`src/rtl/fir_tx_sequencer.sv`:
```
// Timing and FILL/RUN/DRAIN sequencing for the polyphase FIR pulse-shaper.
// Every output is decoded from registered state, so no input reaches an output combinationally.
module fir_tx_sequencer #(
    parameter int OVER_SAMP = 8,
    parameter int N_BAUDS   = 7,
    parameter int NB_COUNT  = 3,
    parameter int NB_DIV    = 4,
    parameter int NB_SYM    = 3
) (
    input  logic                clk,
    input  logic                rst,
    input  logic                i_start,
    input  logic                i_stop,
    input  logic [NB_DIV-1:0]   i_clk_div,
    output logic                o_enable,
    output logic                o_sym_valid,
    output logic [NB_COUNT-1:0] o_phase,
    output logic                o_prbs_step,
    output logic                o_drain,
    output logic                o_out_valid,
    output logic                o_busy
);

    typedef enum logic [1:0] {IDLE, FILL, RUN, DRAIN} state_t;

    localparam logic [NB_COUNT-1:0] PH_LAST  = NB_COUNT'(OVER_SAMP - 1);
    localparam logic [NB_SYM-1:0]   SYM_LAST = NB_SYM'(N_BAUDS - 2);

    state_t              state_q, state_d;
    logic [NB_DIV-1:0]   div_cnt_q, div_cnt_d;
    logic [NB_DIV-1:0]   div_q, div_d;
    logic [NB_COUNT-1:0] phase_q, phase_d;
    logic [NB_SYM-1:0]   sym_cnt_q, sym_cnt_d;
    logic                stop_pend_q, stop_pend_d;

    logic tick, end_sym, stop_eff;

    assign tick     = (state_q != IDLE) && (div_cnt_q == div_q);
    assign end_sym  = tick && (phase_q == PH_LAST);
    // a stop arriving on the end_sym cycle itself is honoured at that same edge
    assign stop_eff = stop_pend_q || (i_stop && (state_q == FILL || state_q == RUN));

    always_ff @(posedge clk) begin
        if (rst) begin
            state_q     <= IDLE;
            div_cnt_q   <= '0;
            div_q       <= '0;
            phase_q     <= '0;
            sym_cnt_q   <= '0;
            stop_pend_q <= 1'b0;
        end else begin
            state_q     <= state_d;
            div_cnt_q   <= div_cnt_d;
            div_q       <= div_d;
            phase_q     <= phase_d;
            sym_cnt_q   <= sym_cnt_d;
            stop_pend_q <= stop_pend_d;
        end
    end

    always_comb begin
        state_d     = state_q;
        div_cnt_d   = div_cnt_q;
        div_d       = div_q;
        phase_d     = phase_q;
        sym_cnt_d   = sym_cnt_q;
        stop_pend_d = stop_pend_q;
        if (state_q == IDLE) begin
            if (i_start) begin
                div_d       = i_clk_div;
                div_cnt_d   = '0;
                phase_d     = '0;
                sym_cnt_d   = '0;
                stop_pend_d = 1'b0;
                state_d     = FILL;
            end
        end else begin
            div_cnt_d   = tick ? '0 : div_cnt_q + 1'b1;
            if (tick) phase_d = (phase_q == PH_LAST) ? '0 : phase_q + 1'b1;
            stop_pend_d = stop_eff && (state_q != DRAIN);
            case (state_q)
                FILL: if (end_sym) begin
                    if (stop_eff) begin
                        // abort before any output has become valid
                        state_d     = IDLE;
                        sym_cnt_d   = '0;
                        stop_pend_d = 1'b0;
                    end else if (sym_cnt_q == SYM_LAST) begin
                        state_d   = RUN;
                        sym_cnt_d = '0;
                    end else begin
                        sym_cnt_d = sym_cnt_q + 1'b1;
                    end
                end
                RUN: if (end_sym && stop_eff) begin
                    state_d     = DRAIN;
                    sym_cnt_d   = '0;
                    stop_pend_d = 1'b0;
                end
                DRAIN: if (end_sym) begin
                    if (sym_cnt_q == SYM_LAST) begin
                        state_d   = IDLE;
                        sym_cnt_d = '0;
                        div_cnt_d = '0;
                        phase_d   = '0;
                    end else begin
                        sym_cnt_d = sym_cnt_q + 1'b1;
                    end
                end
                default: ;
            endcase
        end
    end

    always_comb begin
        o_enable    = tick;
        o_sym_valid = tick && (phase_q == '0);
        o_phase     = phase_q;
        o_prbs_step = tick && (phase_q == '0) && (state_q != DRAIN);
        o_drain     = (state_q == DRAIN);
        o_out_valid = tick && (state_q == RUN || state_q == DRAIN);
        o_busy      = (state_q != IDLE);
    end

endmodule

```
`config.mk`:
```
export PLATFORM = sky130hd
export DESIGN_NAME = fir_tx_sequencer
export DESIGN_NICKNAME = d
export VERILOG_FILES = /design/src/rtl/fir_tx_sequencer.sv
export SDC_FILE = /design/constraint.sdc
export NUM_CORES = 1
export LEC_CHECK = 0
export ABC_CLOCK_PERIOD_IN_PS = 2950
export CORE_UTILIZATION = 39
export CTS_CLUSTER_SIZE = 20
export DETAILED_ROUTE_END_ITERATION = 12
export PLACE_DENSITY_LB_ADDON = 0.1
export SYNTH_ARGS = -nofsm -noshare
export SYNTH_HDL_FRONTEND = slang
export SYNTH_SLANG_ARGS = --single-unit
```
`constraint.sdc`:
```
create_clock -name clk -period 2.95 [get_ports clk]
set_clock_uncertainty 0.2 [all_clocks]
set_input_delay 0.59 -clock clk [delete_from_list [all_inputs] [get_ports clk]]
set_output_delay 0.59 -clock clk [all_outputs]
set_load 0.02 [all_outputs]
```
Word-level counts from Yosys, hierarchy flattened

Index checks and enable logic that the tools add are counted.

$add $sub $neg: 3
Reductions and logical operators: 18
Equal/unequal tests: 13
Mux-type cells: 35

Operator list:

| operator                                                              | count |
|---|---|
| 3-bit 2-to-1 mux                                                      | 13 |
| 4-bit 2-to-1 mux                                                      | 6 |
| 2-bit 2-to-1 mux                                                      | 8 |
| 3-bit by 1-bit != test with 1-bit output, second input constant       | 3 |
| 3-bit case mux with 3 select lines                                    | 1 |
| 1-bit logical AND                                                     | 8 |
| 7-bit AND reduction                                                   | 1 |
| 3-bit by 1-bit adder with 3-bit output, second input constant         | 2 |
| 3-bit equality test, second input constant                            | 2 |
| 2-bit case mux with 3 select lines                                    | 1 |
| 1-bit 2-to-1 mux                                                      | 5 |
| 5-bit AND reduction                                                   | 1 |
| 4-bit by 1-bit adder with 4-bit output, second input constant         | 1 |
| 2-bit equality test, second input constant                            | 2 |
| 4-bit equality test                                                   | 1 |
| 2-bit != test, second input constant                                  | 2 |
| 4-bit by 2-bit != test with 1-bit output, second input constant       | 1 |
| 4-bit nonzero test                                                    | 1 |
| 3-bit logical NOT                                                     | 1 |
| 1-bit logical OR                                                      | 3 |
| 3-bit by 2-bit != test with 1-bit output, second input constant       | 1 |
| 2-bit by 1-bit equality test with 1-bit output, second input constant | 1 |
| 2-bit logical NOT                                                     | 1 |
| 1-bit case mux with 2 select lines                                    | 1 |
| 2 further kinds                                                       | 2 |

Bits in registers: 17
Output and inout port bits: 9
Input port bits: 8

Logic depth before layout (Yosys ltp)

Gate-level depths: netlist of the first run.

Word-level depth: 9
Depth in mapped cells: 8
Gate-level depth less buffers: 7

Least setup slack after synthesis of the first run

OpenSTA, ideal clock, no wires.

Kind: register -> output
From: register div_cnt_q[1]
To: output port o_prbs_step
Stages on the path, launching flop included: 6
Path buffers: 1
Setup slack: -205 ps
Arrival: 2365 ps
Cell sequence: dfxtp_1 > xor2_1 > or4_1 > buf_2 > nor4b_1 > nor2b_1

Longest elaborated chain between the ends: 4

RTL lines:

| element                | RTL line | RTL |
|---|---|---|
| start, declared        | 30       | `logic [NB_DIV-1:0] div_cnt_q, div_cnt_d;` |
| start signal, assigned | 53       | `div_cnt_q <= div_cnt_d;` |
| 4-bit equality test    | 38       | `assign tick = (state_q != IDLE) && (div_cnt_q == div_q);` |
| 1-bit logical AND      | 38       |  |
| 1-bit logical AND      | -        |  |
| via o_sym_valid        | 16       | `output logic o_sym_valid,` |
| 1-bit logical AND      | 119      | `o_prbs_step = tick && (phase_q == '0) && (state_q != DRAIN);` |
| end, declared          | 18       | `output logic o_prbs_step,` |

The timed path passes the listed nets, and every way through them passes these cells.

Worst setup path in the final report of the first run

From: register div_q[1]
To: output port o_sym_valid

Longest elaborated chain between the ends: 3

RTL lines:

| element                | RTL line | RTL |
|---|---|---|
| start, declared        | 31       | `logic [NB_DIV-1:0] div_q, div_d;` |
| start signal, assigned | 54       | `div_q <= div_d;` |
| 4-bit equality test    | 38       |  |
| 1-bit logical AND      | 38       |  |
| 1-bit logical AND      | 117      | `o_sym_valid = tick && (phase_q == '0);` |
| end, declared          | 16       |  |

Every way passes these cells.

==> results of run 1 <==
## cell type report
class,count,share of cell area
repair buffers,24,0.159
inverters,8,0.0226
multi-input cells,99,0.514
clock buffers,3,0.0169
flip-flops and latches,17,0.256
well taps,30,0.0282
clock inverters,1,0.00376
## through the flow
step                power [mW]  instances  utilization
global placement          1.14        178        0.518
finish                    1.26        182        0.527
global route              1.37        182        0.527
detailed placement        1.15        178        0.518
floorplan                0.878        129            -
CTS                       1.26        182        0.528
## repair_timing
item / 4_1_cts / 5_1_grt
pin swaps: 0 / 0
gates resized for setup: 6 / 2
hold buffers: 0 / 0
setup endpoints to repair: 4 / 1
## power breakdown
part,leakage [nW],internal (mW),switching (mW),total [mW]
Sequential,0.138,0.275,0.0419,0.317
Combinational,0.401,0.334,0.486,0.820
Clock,0.0177,0.0503,0.0759,0.126
## cells by family after synthesis
logic type                 count (synthesis)
and+or+nand+nor                           52
AOI/OAI and AO/OA                         33
DFF                                       17
buffers and inverters                     13
adders and majority gates                 10
xor gates and xnor gates                   4
## how the worst max path moves through the flow
stage                       end  slack (ps)  cells past startpoint
global placement    o_prbs_step          70                      5
CTS                 o_prbs_step          30                      5
floorplan           o_prbs_step         100                      5
finish              o_sym_valid         160                      4
detailed placement  o_prbs_step           7                      5
global route        o_sym_valid         100                      4
## registers in the layout, indices dropped and copies added (netlist names)
name and count:
div_cnt_q 4, div_q 4, o_phase 3, state_q 2
stop_pend_q 1, sym_cnt_q 3
## critical path, stage by stage (launching register included)
cell	delay, ps
dfxtp_1	330
xor2_1	180
or4_4	570
nor4b_2	260
dlygate4sd2_1	360
## cell usage after synthesis (all sizes together)
| library cell | count | area (sq um) |
|---|---|---|
| or4 | 1 | 7.51 |
| a32o | 1 | 10.0 |
| or2 | 1 | 6.26 |
| o2bb2ai | 1 | 8.76 |
| nand3 | 8 | 40.0 |
| or3b | 1 | 8.76 |
| a22oi | 1 | 7.51 |
| ha | 10 | 125 |
| nand3b | 1 | 7.51 |
| a21oi | 13 | 65.1 |
| o41ai | 2 | 36.3 |
| xor2 | 4 | 35.0 |
| nor3 | 2 | 15.0 |
| nor2 | 12 | 45.0 |
| o41a | 1 | 11.3 |
| dfxtp | 17 | 340 |
| or3 | 1 | 6.26 |
| nand4 | 2 | 12.5 |
| inv | 8 | 30.0 |
| nor2b | 4 | 25.0 |
| o21a | 2 | 15.0 |
| o32ai | 3 | 26.3 |
| a21o | 1 | 7.51 |
| nor4 | 3 | 18.8 |
| nand2 | 12 | 47.6 |
| nand2b | 1 | 6.26 |
| o21ai | 4 | 20.0 |
| clkbuf | 4 | 15.0 |
| a41o | 1 | 11.3 |
| and3 | 1 | 6.26 |
| a31oi | 1 | 6.26 |
| nor4b | 2 | 17.5 |
| a32oi | 2 | 17.5 |
| buf | 1 | 5.00 |
## layer usage
layer,share of wire,up-vias,GRT usage
met5,0,-,0
met4,0.0055,0,0.0513
met3,0.025,2,0.0250
met2,0.46,16,0.311
met1,0.51,477,0.254
li1,-,518,-
==> metrics.yaml, run 1 <==
outcome:
  outcome: "finished, final reports clean"
drt:
  avgRoutedWirePerCell_um: 13.1
  ant_nets: 0
  drt_iter0_drc: 16
  drc_errors: 0
  drt-pass1-iter-count: 4
  routed_wl_um: 2380
  vias_per_cell: 5.57
  via_count: 1013
finish:
  multi_input_area_sq_um: 683
  area_growth_pct: 25.1
  mostFrequentLayoutCell: "dfxtp_1"
  antennaDiodeCount: 0
  layout_common_cells: "dfxtp_1, a21oi_1, nor2_1, clkdlybuf4s50_1, nand2_1"
  drive_gt1_frac: 0.138
  regArea_sq_um: 340
  fin_area_sq_mm: 0.00133
  fillers: 264
  final_nets: 171
synth:
  synth_nets: 147
  synth_compound_area_frac: 0.228
  yosys.area_share.simple: 0.254
  ys_warn_count: 0
  synthAdderAreaFrac: 0.118
  synth-xor-area-share: 0.0329
  synth_seq_cells: 17
  syn_area_sq_mm: 0.00106
  synthCells: 129
  synth.mux.area_fraction: 0
  synth_cell_types: 37
  ys_seq_area_frac: 0.320
  synth_area_per_cell_sq_um: 8.24
  synth_top_family_by_area: "simple AND/OR/NAND/NOR gates"
worst_hold_path:
  hold_start: "div_q[0]"
  min_path_cells: 2
  hold_path_class: "reg -> reg"
  worst_hold_path.endpoint: "div_q[0]"
power_and_ir_drop:
  vdd_ir_drop_max_uv: 515
  p_per_area_mw_per_mm2: 949
  leakage_nw: 0.557
grt:
  grt_pass1_vias: 903
  grt_pass1_wl_um: 3960
  grt_max_degree: 16
  grt.total_usage: 0.188
  overflow: 0
  antenna_found_initial: 0
critical_path:
  ff2ff_path_depth: 8
  cp.arrival_ps: 2000
  cp-start-kind: "flip-flop"
  crit_start: "div_q[1]"
  reg2reg_setup_slack_ps: 460
  cp-end-kind: "output pin"
  cp.required_ps: 2160
  crit_type: "reg -> out"
  r2r_start: "state_q[1]"
  timing.rr.end: "state_q[0]"
  cp_max_fo: 4
clock_tree:
  cts_tree: "built"
  cts_max_level: 1
  cts_buffers: 3
  postCtsSetupBuffers: 0
  clockBufferDepth: 2
  clkSlewWorstSetupHoldPaths_ps: 100
  cts.sinks: 17
  clock_latency_ps: 290
  root_buffer: "clkbuf_4"
place:
  gp_congestion: 0.790
  dp_hpwl_um: 1840
  place_ws_ps: 7.25
  placed_area_sq_mm: 0.00131
  numPortBuffers: 16
die:
  core-area_sq_mm: 0.00252
  die_width_um: 54.2
  row_count: 18
  fp.dieH_um: 54.2
  dieArea_sq_mm: 0.00294
  floorplan.initialDensity: 0.422
  ioPinCount: 17
sta:
  fin_tns_setup_ps: 0
  max-slew-margin-rel: 0.463
  rsz0062_at_grt: "false"
  whs_ps: 276
  worst-slew-pin-transition_ps: 794
  fmax_ghz: 0.359
  finalCriticalPeriod_ps: 2790
  finalCritPeriodShare: 0.944
  maxSlewViolCount: 0
  layout_setup_ws_ps: 165
  hold_viol: 0
  setup_violations: 0
run:
  maxCapViolCount: 0
Power figures use the tool's default switching activity.
==> run 2: changes to the inputs <==
--- a/config.mk
+++ b/config.mk
@@ -6,10 +6,14 @@
 export NUM_CORES = 1
 export LEC_CHECK = 0
 export ABC_CLOCK_PERIOD_IN_PS = 2950
-export CORE_UTILIZATION = 39
+export CELL_PAD_IN_SITES_DETAIL_PLACEMENT = 1
+export CELL_PAD_IN_SITES_GLOBAL_PLACEMENT = 2
+export CORE_UTILIZATION = 31
+export CTS_CLUSTER_DIAMETER = 200
 export CTS_CLUSTER_SIZE = 20
 export DETAILED_ROUTE_END_ITERATION = 12
 export PLACE_DENSITY_LB_ADDON = 0.1
+export SKIP_LAST_GASP = 1
 export SYNTH_ARGS = -nofsm -noshare
 export SYNTH_HDL_FRONTEND = slang
 export SYNTH_SLANG_ARGS = --single-unit
==> run 2 against run 1 <==
- clock-buffer cell count stayed put
- final cell count is 8.8% higher
- highest routed layer unchanged
- first-iteration DRC count is 56% higher
- utilization is 9.5 points lower
- worst setup slack worse by 40 ps
- non-clock buffer count is 2 higher
- cell area is 2.5% higher
- routed wire length is 27% higher
- critical endpoint is now o_enable
- clock power is 9% higher
==> metrics.yaml, run 2 (synthesis results as in run 1) <==
die:
  core-area_sq_mm: 0.00315  # +25%
  fp.dieH_um: 60.6  # +12%
  row_count: 20  # +2
  ioPinCount: 17  # unchanged
  dieArea_sq_mm: 0.00367  # +25%
  floorplan.initialDensity: 0.337  # -0.0843
  die_width_um: 60.6  # +12%
finish:
  fillers: 396  # +50%
  regArea_sq_um: 342  # +0.37%
  antennaDiodeCount: 0  # unchanged
  mostFrequentLayoutCell: "dfxtp_1"
  final_nets: 173  # +1.2%
  layout_common_cells: "dfxtp_1, a21oi_1, nor2_1, clkdlybuf4s50_1, nand2_1"
  area_growth_pct: 28.2
  multi_input_area_sq_um: 683  # unchanged
  largestRegisters: "div_cnt_q: 4 flops, div_q: 4 flops"
  fin_area_sq_mm: 0.00136  # +2.5%
  utilization: 0.433  # -0.0947
  drive_gt1_frac: 0.156  # +0.0177
clock_tree:
  clkSlewWorstSetupHoldPaths_ps: 110  # about the same
  root_buffer: "clkbuf_4"
  cts_max_level: 1  # unchanged
  postCtsSetupBuffers: 0  # unchanged
  cts_buffers: 3  # unchanged
  cts_tree: "built"
  clock_latency_ps: 310  # +20 ps
  cts.sinks: 17  # unchanged
  clockBufferDepth: 2  # unchanged
grt:
  grt_pass1_wl_um: 5050  # +28%
  overflow: 0  # unchanged
  grt_pass1_vias: 1093  # +21%
  grt.total_usage: 0.190  # +0.00183
  grt_max_degree: 17  # +1
  antenna_found_initial: 0  # unchanged
sta:
  fmax_ghz: 0.354  # -1.4%
  rsz0062_at_grt: "false"
  max-slew-margin-rel: 0.503  # +0.0391
  finalCriticalPeriod_ps: 2830  # +40.2 ps
  finalCritPeriodShare: 0.958  # +0.0136
  setup_violations: 0  # unchanged
  worst-slew-pin-transition_ps: 737  # -57.9 ps
  maxSlewViolCount: 0  # unchanged
  hold_viol: 0  # unchanged
worst_hold_path:
  min_path_cells: 2  # unchanged
  hold_path_class: "reg -> reg"
drt:
  via_count: 1042  # +2.9%
  drt-pass1-iter-count: 4  # unchanged
  routed_wl_um: 3020  # +27%
  avgRoutedWirePerCell_um: 15.2  # +16%
  ant_nets: 0  # unchanged
  vias_per_cell: 5.26  # -5.4%
  drc_errors: 0  # unchanged
  drt_iter0_drc: 25  # +9
run:
  maxCapViolCount: 0  # unchanged
place:
  gp_congestion: 0.771  # -2.4%
  dp_hpwl_um: 2380  # +30%
  numPortBuffers: 16  # unchanged
  placed_area_sq_mm: 0.00134  # +2.5%
critical_path:
  cp-end-kind: "output pin"
  cp.required_ps: 2160  # about the same
  cp.arrival_ps: 2040  # +40 ps
  cp-start-kind: "flip-flop"
  cp_max_fo: 4  # unchanged
  ff2ff_path_depth: 7  # -1
  crit_type: "reg -> out"
power_and_ir_drop:
  leakage_nw: 0.567  # +1.8%
  p_per_area_mw_per_mm2: 969  # +2.0%
  vdd_ir_drop_max_uv: 306  # -41%
outcome:
  outcome: "finished, final reports clean"
-- run 2: cell count changes in the layout (fill, tap and decap cells not counted) --
| cell | delta |
|---|---|
| buf_2 | -1 |
| buf_4 | +2 |
| clkbuf_2 | +1 |
| dfxtp_1 | -1 |
| dfxtp_2 | +1 |
-- run 2: final timing paths --
kind | from | end | slack (ps)
setup reg to reg | state_q[0] | sym_cnt_q[2] | 520
hold / removal | div_q[0] | div_q[0] | 280
setup / recovery | div_q[1] | o_enable | 120
hold reg to reg | div_q[0] | div_q[0] | 280
-- run 2: layout make-up --
| class | instances | share of cell area |
|---|---|---|
| Clock buffer | 3 | 0.0165 |
| Timing Repair Buffer | 26 | 0.166 |
| Inverter | 8 | 0.0220 |
| Tap cell | 44 | 0.0404 |
| Clock inverter | 1 | 0.00367 |
| Sequential cell | 17 | 0.250 |
| Multi-Input combinational cell | 99 | 0.501 |
-- run 2: critical path, cell delays in order, from the launching register on --
cell and delay, ps:
dfxtp_1 340, xor2_1 190, or4_4 580, nor2_1 160, buf_4 140, dlygate4sd2_1 320
-- run 2: per-stage QoR --
| step | worst slack [ps] | hold slack [ps] | TNS (ps) | power [mW] | std cells |
|---|---|---|---|---|---|
| final | 125 | 284 | 0 | 1.32 | 198 |
| after CTS | -57.5 | 285 | -57.5 | 1.33 | 198 |
| after detailed placement | -2.27 | 269 | -2.27 | 1.21 | 194 |
| after floorplan | 105 | 248 | 0 | 0.878 | 129 |
| after global placement | 20.6 | 260 | 0 | 1.19 | 194 |
| after global routing | 2.38 | 304 | 0 | 1.44 | 198 |
-- run 2: what timing repair did --
action | 4_1_cts | 5_1_grt
hold buffers | 0 | 0
gates resized for setup | 4 | 4
endpoints found under the setup margin | 4 | 5
-- run 2: where the power goes --
group | switching [mW] | internal, mW | leakage [nW]
sequential | 0.0432 | 0.276 | 0.139
clock | 0.0864 | 0.0507 | 0.0177
combinational | 0.511 | 0.353 | 0.411
-- run 2: routing by layer --
metal  vias to the layer above  track usage  part of all wire
met5                         -            0                 0
met4                         0       0.0779             0.021
met3                         7       0.0256             0.031
met2                        22        0.327              0.47
met1                       494        0.239              0.48
li1                        519            -                 -
==> run 3: changes to the inputs <==
--- a/config.mk
+++ b/config.mk
@@ -5,10 +5,12 @@
 export SDC_FILE = /design/constraint.sdc
 export NUM_CORES = 1
 export LEC_CHECK = 0
+export ABC_AREA = 1
 export ABC_CLOCK_PERIOD_IN_PS = 2950
 export CELL_PAD_IN_SITES_DETAIL_PLACEMENT = 1
 export CELL_PAD_IN_SITES_GLOBAL_PLACEMENT = 2
-export CORE_UTILIZATION = 31
+export CORE_MARGIN = 10
+export CORE_UTILIZATION = 30
 export CTS_CLUSTER_DIAMETER = 200
 export CTS_CLUSTER_SIZE = 20
 export DETAILED_ROUTE_END_ITERATION = 12
==> run 3 against run 2 <==
- critical path type unchanged
- critical endpoint unchanged
- non-clock buffer count is 8 lower
- die area grew 80%
- flip-flop and latch count unchanged
- critical path depth rose by 1
- synthesized area increased by 6.1%
==> metrics.yaml, run 3 <==
place:
  numPortBuffers: 16  # unchanged
  placed_area_sq_mm: 0.00136  # +1.1%
  dp_hpwl_um: 2370  # -0.56%
  gp_congestion: 0.752  # -2.4%
finish:
  largestRegisters: "div_cnt_q: 4 flops, div_q: 4 flops"
  fin_area_sq_mm: 0.00140  # +2.4%
  mostFrequentLayoutCell: "nand2_1"
  drive_gt1_frac: 0.109  # -0.0466
  utilization: 0.381  # -0.0511
  multi_input_area_sq_um: 694  # +1.6%
  layout_common_cells: "nand2_1, inv_1, nor2_1, a21oi_1, dfxtp_1"
  antennaDiodeCount: 0  # unchanged
  fillers: 469  # +18%
  area_growth_pct: 23.7
  regArea_sq_um: 340  # -0.37%
  final_nets: 193  # +12%
worst_hold_path:
  hold_path_class: "reg -> reg"
  hold_start: "stop_pend_q"
critical_path:
  cp-start-kind: "flip-flop"
  cp.required_ps: 2160  # about the same
  crit_start: "div_cnt_q[0]"
  cp_max_fo: 8  # +4
  r2r_start: "state_q[0]"
  cp.arrival_ps: 1950  # -90 ps
  cp-end-kind: "output pin"
  crit_type: "reg -> out"
synth:
  synthCells: 154  # +19%
  synth_top_cell_area_share: 0.302  # -0.0184
  synth_most_common_cell: "nand2_1"
  synthTopCellsByArea: "dfxtp_1, ha_1, a21oi_1"
  synth_cell_types: 26  # -30%
  syn_area_sq_mm: 0.00113  # +6.1%
  synth_seq_cells: 17  # unchanged
  ys_warn_count: 0  # unchanged
  synth_flop_cell: "dfxtp_1"
  synth-async-reset-ratio: 0  # unchanged
  synth_top_area_cell: "dfxtp_1"
  synth_nets: 172  # +17%
  ys_seq_area_frac: 0.302  # -0.0184
  synth_area_per_cell_sq_um: 7.33  # -11%
  synth_edf_count: 0  # unchanged
  synth.top_cells.by_count: "nand2_1, inv_1, nor2_1"
power_and_ir_drop:
  power.share.sequential: 0.241  # about the same
  leakage_nw: 0.614  # +8.2%
  p_per_area_mw_per_mm2: 1120  # +15%
  vdd_ir_drop_max_uv: 270  # -12%
  p_comb_frac: 0.643  # -0.011
  power_mw: 1.56  # +18%
  switching_share: 0.506  # +0.0210
  p_clk_frac: 0.116  # +0.012
  power_switching_mw: 0.791  # +23%
  intPower_mw: 0.771  # +13%
die:
  row_count: 22  # +10%
  core-area_sq_mm: 0.00366  # +16%
  die_width_um: 81.3  # +34%
  floorplan.initialDensity: 0.308  # -0.0290
  dieArea_sq_mm: 0.00662  # +80%
  ioPinCount: 17  # unchanged
  fp.dieH_um: 81.3  # +34%
run:
  maxCapViolCount: 0  # unchanged
sta:
  fmax_ghz: 0.364  # +3.0%
  fin_tns_setup_ps: 0  # unchanged
  finalCriticalPeriod_ps: 2740  # -81.2 ps
  worst-slew-pin-transition_ps: 423  # -313 ps
  setup_violations: 0  # unchanged
  max-slew-margin-rel: 0.717  # +0.214
  maxSlewViolCount: 0  # unchanged
  rsz0062_at_grt: "false"
  hold_viol: 0  # unchanged
  finalCritPeriodShare: 0.930  # -0.0275
clock_tree:
  clock_latency_ps: 250  # -60 ps
  cts_tree: "built"
  postCtsSetupBuffers: 0  # unchanged
  cts_max_level: 1  # unchanged
  cts.sinks: 17  # unchanged
  clockBufferDepth: 2  # unchanged
  cts_buffers: 3  # unchanged
  clkSlewWorstSetupHoldPaths_ps: 70  # -40 ps
  root_buffer: "clkbuf_8"
grt:
  grt_pass1_wl_um: 4860  # -3.8%
  grt_max_degree: 15  # -2
  grt.total_usage: 0.0919  # -0.0980
  antenna_found_initial: 0  # unchanged
  overflow: 0  # unchanged
  grt_pass1_vias: 1060  # -3.0%
drt:
  drt-pass1-iter-count: 4  # unchanged
  ant_nets: 0  # unchanged
  drc_errors: 0  # unchanged
  routed_wl_um: 2940  # -2.5%
  drt_iter0_drc: 43  # +72%
  avgRoutedWirePerCell_um: 13.3  # -13%
  via_count: 1048  # +0.58%
  vias_per_cell: 4.72  # -10%
outcome:
  outcome: "finished, final reports clean"
[run 3: cell types whose count changed after synthesis, sizes merged, moves of 3 or more]
| cell | previous run | this run |
|---|---|---|
| inv | 8 | 22 |
| nand2 | 12 | 25 |
| nor2 | 12 | 23 |
| o21ai | 4 | 9 |
| a21oi | 13 | 17 |
| nor2b | 4 | 0 |
| xnor2 | 0 | 4 |
| clkbuf | 4 | 1 |
| nand3 | 8 | 11 |
| o32ai | 3 | 0 |
[run 3: area by class of cell]
cell class / instances / share of cell area
Clock buffer: 4 / 0.0323
Tap cell: 48 / 0.0430
Multi-Input combinational cell: 113 / 0.497
Sequential cell: 17 / 0.244
Inverter: 22 / 0.0609
Timing Repair Buffer: 18 / 0.123
[run 3: worst max-delay path: stages, from the launching register on]
cell and delay, ps:
dfxtp_1 430, xnor2_1 140, nand2_1 100, nor2_4 170
inv_2 110, nor2_4 120, clkdlybuf4s50_1 620
[run 3: cell families (layout without fill, tap and decap cells)]
family                   Yosys count  count (layout)  share of synthesized area
XOR/XNOR                           6               6                     0.0466
flip-flops                        17              17                      0.302
adder cells (fa/ha/maj)           10              10                      0.111
AND/OR/NAND/NOR                   67              67                      0.315
AO/OA/AOI/OAI                     30              30                      0.143
buffers and inverters             24              44                     0.0831
[run 3: metrics by stage]
stage               cells  worst slack, ps  hold slack (ps)
finish                222              206              276
global placement      218              300              254
floorplan             154              563              243
global route          222             26.7              321
detailed placement    218              233              269
CTS                   222              193              280
[run 3: power groups by stage]
stage | Clock, mW | Sequential [mW] | Combinational (mW)
after floorplan | 0 | 0.376 | 0.721
after global placement | 0 | 0.375 | 1.02
after detailed placement | 0 | 0.382 | 1.04
after CTS | 0.192 | 0.377 | 1.03
after global routing | 0.202 | 0.389 | 1.15
final | 0.180 | 0.376 | 1.01
[run 3: worst paths after layout]
| kind | to | slack (ps) | depth (start not counted) |
|---|---|---|---|
| worst min register to register | stop_pend_q | 280 | 2 |
| worst min-delay path | stop_pend_q | 280 | 2 |
| worst max register to register | state_q[1] | 730 | 10 |
| worst max-delay path | o_enable | 210 | 6 |
[run 3: what timing repair did]
| action | CTS | global route |
|---|---|---|
| hold buffers | 0 | 0 |
| resized for setup | 3 | 0 |
| endpoints found under the setup margin | 3 | 0 |
[run 3: metal layers]
metal / part of all wire / vias to the layer above / wire length [um] / global-route usage
met1: 0.49 / 483 / 1450 / 0.114
met4: 0.011 / 0 / 32 / 0.0311
met3: 0.048 / 5 / 141 / 0.0232
li1: - / 542 / - / -
met5: 0 / - / 0 / 0
met2: 0.45 / 18 / 1320 / 0.150
